### src/rtl/fim_expediente_ctrl.sv
// End-of-shift siren controller: debounces the alarm condition, beeps the siren, and times out or acknowledges.
// Optional snooze on acknowledge is built only when FIM_EXPEDIENTE_SNOOZE_EN is defined.
module fim_expediente_ctrl #(
   parameter int DEBOUNCE_CYCLES = 4,
   parameter int BEEP_HALF       = 2,
   parameter int SOUND_TIMEOUT   = 20,
   parameter int SNOOZE_CYCLES   = 8
) (
   input  logic       clk_2,
   input  logic       reset,
   input  logic       noite,
   input  logic       paradas,
   input  logic       sexta,
   input  logic       producao,
   input  logic       ack,
   output logic       sirene,
   output logic [2:0] estado,
   output logic       ativo
);

   localparam int DW = $clog2(DEBOUNCE_CYCLES) + 1;
   localparam int BW = $clog2(BEEP_HALF) + 1;
   localparam int TW = $clog2(SOUND_TIMEOUT) + 1;

   localparam logic [DW-1:0] DEB_LAST  = DW'(DEBOUNCE_CYCLES - 1);
   localparam logic [BW-1:0] BEEP_LAST = BW'(BEEP_HALF - 1);
   localparam logic [TW-1:0] TMO_LAST  = TW'(SOUND_TIMEOUT - 1);

   if (DEBOUNCE_CYCLES < 1 || DEBOUNCE_CYCLES > 255) begin : g_chk_deb
      $error("DEBOUNCE_CYCLES out of range");
   end
   if (BEEP_HALF < 1 || BEEP_HALF > 255) begin : g_chk_beep
      $error("BEEP_HALF out of range");
   end
   if (SOUND_TIMEOUT < 1 || SOUND_TIMEOUT > 65535) begin : g_chk_tmo
      $error("SOUND_TIMEOUT out of range");
   end
   if (SNOOZE_CYCLES < 1 || SNOOZE_CYCLES > 65535) begin : g_chk_snz
      $error("SNOOZE_CYCLES out of range");
   end

   typedef enum logic [2:0] {
      IDLE     = 3'd0,
      DEBOUNCE = 3'd1,
      SOUNDING = 3'd2,
      SILENCED = 3'd3,
      SNOOZE   = 3'd4
   } state_t;

   state_t        state, state_nxt;
   logic [DW-1:0] deb_cnt, deb_nxt;
   logic [BW-1:0] beep_cnt, beep_nxt;
   logic [TW-1:0] tmo_cnt, tmo_nxt;
   logic          sir_nxt;
   logic          cond;

`ifdef FIM_EXPEDIENTE_SNOOZE_EN
   localparam int SW = $clog2(SNOOZE_CYCLES) + 1;
   localparam logic [SW-1:0] SNZ_LAST = SW'(SNOOZE_CYCLES - 1);
   logic [SW-1:0] snz_cnt, snz_nxt;
`endif

   assign cond   = (noite & paradas) | (sexta & producao & paradas);
   assign estado = state;
   assign ativo  = (state == SOUNDING);

   always_ff @(posedge clk_2) begin
      if (reset) begin
         state    <= IDLE;
         deb_cnt  <= '0;
         beep_cnt <= '0;
         tmo_cnt  <= '0;
         sirene   <= 1'b0;
`ifdef FIM_EXPEDIENTE_SNOOZE_EN
         snz_cnt  <= '0;
`endif
      end else begin
         state    <= state_nxt;
         deb_cnt  <= deb_nxt;
         beep_cnt <= beep_nxt;
         tmo_cnt  <= tmo_nxt;
         sirene   <= sir_nxt;
`ifdef FIM_EXPEDIENTE_SNOOZE_EN
         snz_cnt  <= snz_nxt;
`endif
      end
   end

   // Counters default to zero so every state entry starts them cleared; sirene is only kept high while staying in SOUNDING.
   always_comb begin
      state_nxt = IDLE;
      deb_nxt   = '0;
      beep_nxt  = '0;
      tmo_nxt   = '0;
      sir_nxt   = 1'b0;
`ifdef FIM_EXPEDIENTE_SNOOZE_EN
      snz_nxt   = '0;
`endif
      case (state)
         IDLE: begin
            if (cond) state_nxt = DEBOUNCE;
         end
         DEBOUNCE: begin
            if (!cond) begin
               state_nxt = IDLE;
            end else if (deb_cnt == DEB_LAST) begin
               state_nxt = SOUNDING;
               sir_nxt   = 1'b1;
            end else begin
               state_nxt = DEBOUNCE;
               deb_nxt   = (deb_cnt == '1) ? deb_cnt : deb_cnt + 1'b1;
            end
         end
         SOUNDING: begin
            if (!cond) begin
               state_nxt = IDLE;
            end else if (ack) begin
`ifdef FIM_EXPEDIENTE_SNOOZE_EN
               state_nxt = SNOOZE;
`else
               state_nxt = SILENCED;
`endif
            end else if (tmo_cnt == TMO_LAST) begin
               state_nxt = SILENCED;
            end else begin
               state_nxt = SOUNDING;
               tmo_nxt   = (tmo_cnt == '1) ? tmo_cnt : tmo_cnt + 1'b1;
               if (beep_cnt == BEEP_LAST) begin
                  sir_nxt = ~sirene;
               end else begin
                  beep_nxt = (beep_cnt == '1) ? beep_cnt : beep_cnt + 1'b1;
                  sir_nxt  = sirene;
               end
            end
         end
         SILENCED: begin
            state_nxt = cond ? SILENCED : IDLE;
         end
`ifdef FIM_EXPEDIENTE_SNOOZE_EN
         SNOOZE: begin
            if (!cond) begin
               state_nxt = IDLE;
            end else if (snz_cnt == SNZ_LAST) begin
               state_nxt = SOUNDING;
               sir_nxt   = 1'b1;
            end else begin
               state_nxt = SNOOZE;
               snz_nxt   = (snz_cnt == '1) ? snz_cnt : snz_cnt + 1'b1;
            end
         end
`endif
         default: state_nxt = IDLE;
      endcase
   end

endmodule

### config.mk
export PLATFORM = sky130hd
export DESIGN_NAME = fim_expediente_ctrl
export DESIGN_NICKNAME = d
export VERILOG_FILES = /design/src/rtl/fim_expediente_ctrl.sv
export SDC_FILE = /design/constraint.sdc
export NUM_CORES = 1
export LEC_CHECK = 0
export BUFFER_PORTS_ARGS = -buffer_cell sky130_fd_sc_hd__buf_2
export CAP_MARGIN = 20
export CORE_MARGIN = 2
export CORE_UTILIZATION = 45
export DETAILED_ROUTE_END_ITERATION = 10
export PLACE_DENSITY_LB_ADDON = 0.15
export SLEW_MARGIN = 20
export SYNTH_ARGS = -nofsm -noshare
export SYNTH_HDL_FRONTEND = slang
export SYNTH_SLANG_ARGS = --single-unit
export TNS_END_PERCENT = 10
### constraint.sdc
create_clock -name clk_2 -period 1.35 [get_ports clk_2]
set_clock_uncertainty 0.2 [all_clocks]
set_input_delay 0.27 -clock clk_2 [delete_from_list [all_inputs] [get_ports clk_2]]
set_output_delay 0.27 -clock clk_2 [all_outputs]
set_load 0.005 [all_outputs]
==> flow_summary.yaml, run 1 <==
worst_setup_path:
  critPathRequiredTime_ns: 0.88
  end_kind: "primary output"
  startpoint_type: "flop"
  critPathKind: "reg -> out"
  crit_path_max_fanout: 2
  critical_path_arrival_ns: 1.03
cts:
  holdBufCountCts: 0
  cts_buffers: 3
  cts_tree: "done"
  cts_max_path_buffers: 2
  cts.sinks: 14
  clkLatencyLatePin_ns: 0.28
  h-tree-depth: 1
  cts_root_buf: "clkbuf_4"
  clkSlewWorstSetupHoldPaths_ns: 0.08
synth:
  synth.largest_area_cell: "dfxtp_1"
  yosys_warnings: 0
  synth_edf_count: 0
  synth_xor_area_share_pct: 4.27
  async_flop_share_pct: 0
  synthDistinctLibCells: 33
  synth-main-ff-cell: "dfxtp_1"
  synth-compound-area-share_pct: 14.3
  synthesis.nets: 101
  syn_area_um2: 821
  synth_top_area_share_pct: 34.1
  muxShareOfSynthArea_pct: 1.22
  synth_top_family_by_area: "simple AND/OR/NAND/NOR gates"
  syn_inst: 84
  yosys.area_share.simple_pct: 27.6
  synth_seq_cells: 14
  synthTopCellsByArea: "dfxtp_1, ha_1, a211oi_1"
  ys_seq_area_share_pct: 34.1
  synth_commonest_cells: "dfxtp_1, ha_1, nor2_1"
  synth_fa_ha_area_share_pct: 15.2
  post_synth.cell_area_avg_um2: 9.77
  yosysMostFrequentCell: "dfxtp_1"
timing:
  finalHoldViolCount: 0
  fmax_mhz: 665
  finalSetupViolations: 4
  fin_crit_ns: 1.50
  period_share_pct: 111
  rsz0062_at_grt: "true"
  drv_slew: 0
  worst_slack_ns: -0.154
  finalHoldWorstSlack_ns: 0.129
grt:
  grt_pass1_vias: 649
  grt_overflow: 0
  grt_start_max_net_pins: 10
  grt_pass1_wl_mm: 2.66
  grt_use_total_pct: 18.1
  grt_antenna_before_repair: 0
routing:
  dr.pass1.iters: 4
  drt-vias-per-instance: 5.26
  wl_per_cell_um: 12.8
  drt-initial-drc-count: 13
  wl_mm: 1.76
  drcViolationCount: 0
  vias: 726
  antenna_left: 0
cells_and_area:
  layout.nets: 132
  final_core_util_pct: 69.7
  antenna_cells: 0
  design_area_um2: 1200
  area_growth_pct: 46.6
  drive_above_1_share_pct: 53.1
place:
  place.gp.congestion: 0.840
  portBuffers: 10
  pre_cts_slack_ns: -0.132
  dpl.hpwl_mm: 1.22
  postPlaceCellArea_um2: 1030
floorplanning:
  rows: 15
  die_h_um: 46.7
  fp.dieW_um: 46.7
  core_area_um2: 1730
  start_util_pct: 47.5
  dieArea_um2: 2180
  ioPinCount: 12
run:
  maxCapViolCount: 0
outcome:
  violations: "negative setup slack"
  status: "finished with violations"
min_path:
  hold_path_class: "in -> reg"
power_and_ir_drop:
  leakage_nw: 0.479
  ir_drop_uv: 473
  p_per_area_nw_per_um2: 590
==> cell families after synthesis <==
family / count (synthesis)
xor+xnor: 4
mux: 1
simple gates: 33
other cells: 1
fa+ha+maj: 10
flops: 14
compound gates: 16
buf+inv: 5
==> layout by cell type (no fill, tap or decap), types with 3 or more instances in the layout <==
cell type and count:
nand3_1 3, buf_6 4, a21oi_1 3, nor3_1 3
clkbuf_4 3, nor2_1 5, ha_1 3, a211oi_1 3
dfxtp_2 9, buf_2 8, nor2b_1 4, inv_1 3
ha_4 6, dfxtp_1 4, buf_4 15
==> area by class of cell <==
class / count / area [µm²]
well taps: 25 / 31.3
clock buffers: 3 / 22.5
multi-input cells: 65 / 642
repair buffers: 27 / 198
inverters: 4 / 15.0
fillers: 124 / 523
flip-flops and latches: 14 / 295
==> routing by layer <==
layer  vias up  global-route usage [%]  wire [µm]
met5         -                       0          0
met4         0                    10.0         32
met3         4                    4.71         63
met2        17                    30.6        798
met1       340                    20.6        866
li1        365                       -          -
==> sequential cells by signal, indices dropped and copies added, names as in the netlist <==
| register | cells |
|---|---|
| estado | 2 |
| sirene | 1 |
| tmo_cnt | 6 |
| beep_cnt | 2 |
| deb_cnt | 3 |
==> final timing paths <==
kind,startpoint,endpoint,slack [ns],depth (start not counted)
hold reg to reg,deb_cnt[1],deb_cnt[1],0.36,2
hold / removal,ack,sirene,0.13,4
setup / recovery,estado[0],ativo,-0.15,4
setup reg to reg,estado[0],sirene,-0.11,6
==> per-stage QoR <==
| step | std cells | power, mW | setup TNS (ns) |
|---|---|---|---|
| after floorplan | 84 | 0.453 | -0.0336 |
| after global placement | 132 | 0.471 | -0.267 |
| after detailed placement | 132 | 0.472 | -0.350 |
| after CTS | 138 | 0.717 | -0.295 |
| after global routing | 138 | 0.740 | -0.757 |
| final | 138 | 0.710 | -0.343 |
==> critical path, stage by stage (launching register included) <==
cell and delay (ns):
dfxtp_2 0.34, inv_2 0.05, ha_4 0.15, buf_6 0.11, buf_6 0.10
==> power by group <==
group	internal (mW)	total (mW)	switching, mW
combinational	0.0294	0.0598	0.0304
clock	0.104	0.236	0.133
sequential	0.413	0.414	0.00144
==> what timing repair did <==
item,4_1_cts,5_1_grt
buffers inserted,3,0
pin swaps,2,6
endpoints found under the setup margin,12,17
gates resized for setup,21,9
gates cloned,0,0
Note: power is estimated with default switching activity, not from simulation.
==> run 2, diff against run 1 <==
--- a/config.mk
+++ b/config.mk
@@ -9,6 +9,7 @@
 export CAP_MARGIN = 20
 export CORE_MARGIN = 2
 export CORE_UTILIZATION = 45
+export CTS_BUF_LIST = sky130_fd_sc_hd__clkbuf_8
 export DETAILED_ROUTE_END_ITERATION = 10
 export PLACE_DENSITY_LB_ADDON = 0.15
 export SLEW_MARGIN = 20
==> run 2 against run 1 <==
  * The run still ends with negative setup slack left
  * Via count shrank 1.1%
  * Non-clock buffer count shrank 1
  * Count of clock-buffer cells in the layout is the same
  * Critical path depth is the same
  * Flip-flop and latch count is the same
  * Global-route usage shrank 0.40 points
  * Setup slack gained 0.046 ns
  * Final area shrank 2.7%
  * Utilization shrank 1.9 points
  * Fmax grew 3.1%
  * Register-to-register slack gained 0.03 ns
  * Critical path type unchanged
  * Critical endpoint unchanged
  * Largest power group unchanged
==> flow_summary.yaml, run 2 (synthesis gave the netlist of run 1 again) <==
routing:
  wl_mm: 1.70
  drt-vias-per-instance: 5.24
  antenna_left: 0
  drt-initial-drc-count: 13
  drcViolationCount: 0
  dr.pass1.iters: 4
  vias: 718
  wl_per_cell_um: 12.4
cts:
  cts_root_buf: "clkbuf_8"
  cts_max_path_buffers: 2
  clkLatencyLatePin_ns: 0.24
  cts_tree: "done"
  clkSlewWorstSetupHoldPaths_ns: 0.05
  holdBufCountCts: 0
  cts_buffers: 3
  cts.sinks: 14
  h-tree-depth: 1
grt:
  grtUsageMet1_pct: 19.4
  grt_pass1_wl_mm: 2.59
  grt_antenna_before_repair: 0
  grt_use_met3_pct: 4.71
  grt_use_total_pct: 17.7
  grt_start_max_net_pins: 10
  grt_overflow: 0
  grt_pass1_vias: 651
  grt_use_met2_pct: 30.6
  busiest_layer: "met2"
cells_and_area:
  multiInputGateArea_um2: 611
  drive_above_1_share_pct: 49.1
  antenna_cells: 0
  final_common_cell: "buf_4"
  layout.nets: 131
  n_fill_cell: 142
  register_area_um2: 293
  area_growth_pct: 42.7
  largest_register: "tmo_cnt"
  layout_common_cells: "buf_4, buf_2, dfxtp_2"
  top_regs: "tmo_cnt (6), deb_cnt (3)"
  largest_reg_flops: 6
timing:
  drv_slew: 0
  rsz0062_at_grt: "true"
  finalHoldViolCount: 0
  finalSetupViolations: 4
  finalHoldWorstSlack_ns: 0.167
  worst_slack_ns: -0.108
  fin_crit_ns: 1.46
  fmax_mhz: 686
  period_share_pct: 108
power_and_ir_drop:
  p_total_mw: 0.803
  leakage_nw: 0.478
  ir_drop_uv: 559
  p_per_area_nw_per_um2: 686
min_path:
  hold_path_class: "in -> reg"
place:
  pre_cts_slack_ns: -0.132
  dpl.hpwl_mm: 1.22
  portBuffers: 10
  place.gp.congestion: 0.840
worst_setup_path:
  startpoint_type: "flop"
  crit_path_max_fanout: 3
  critPathKind: "reg -> out"
  critPathRequiredTime_ns: 0.88
  end_kind: "primary output"
  slowest_stage: "dfxtp_2"
  crit_path_frequent_cell: "buf_6"
  critical_path_arrival_ns: 0.99
  rrSetupSlack_ns: -0.08
  crit_chain: "inv_2, ha_4, buf_6, buf_6"
  max_stage_delay_ns: 0.33
floorplanning:
  fp.dieW_um: 46.7
  die_h_um: 46.7
  core_area_um2: 1730
  ioPinCount: 12
  dieArea_um2: 2180
  rows: 15
  start_util_pct: 47.5
outcome:
  status: "finished with violations"
  violations: "negative setup slack"
run:
  maxCapViolCount: 0
==> run 2: worst paths after layout <==
| check | start | end | depth (start not counted) |
|---|---|---|---|
| setup / recovery | estado[0] | ativo | 4 |
| hold / removal | ack | sirene | 4 |
| setup reg to reg | estado[1] | sirene | 5 |
| hold reg to reg | deb_cnt[1] | deb_cnt[1] | 2 |
==> run 2: layout make-up <==
type	count	share of cell area, %
multi-input cells	65	52.1
clock buffers	3	3.53
flip-flops and latches	14	25.0
inverters	4	1.28
well taps	25	2.67
repair buffers	26	15.4
==> run 2: what timing repair did <==
| item | in CTS | in global routing |
|---|---|---|
| pin swaps | 2 | 3 |
| endpoints found under the setup margin | 10 | 15 |
| setup buffers | 2 | 0 |
| resized for setup | 16 | 7 |
==> run 2: critical path, delay by kind of cell (launching register included) <==
kind                     cells  cell delay [ns]
flip-flops                   1             0.33
buffers and inverters        3             0.26
adder cells (fa/ha/maj)      1             0.16
==> run 2: routing by layer <==
layer  vias up  part of all wire [%]
li1        361                     -
met5         -                     0
met1       338                    46
met4         0                   1.6
met2        15                    48
met3         4                   3.8
==> run 2: through the flow <==
stage	setup TNS, ns	std cells	util [%]	cell area [µm²]
6_report	-0.276	137	67.8	1170
5_1_grt	-0.651	137	67.8	1170
4_1_cts	-0.262	137	66.5	1150
3_5_place_dp	-0.350	132	59.6	1030
3_3_place_gp	-0.267	132	59.6	1030
2_1_floorplan	-0.0336	84	-	850
==> run 2: power breakdown <==
part / internal (mW) / switching (mW)
registers: 0.414 / 0.00150
clock network: 0.197 / 0.139
logic: 0.0233 / 0.0282
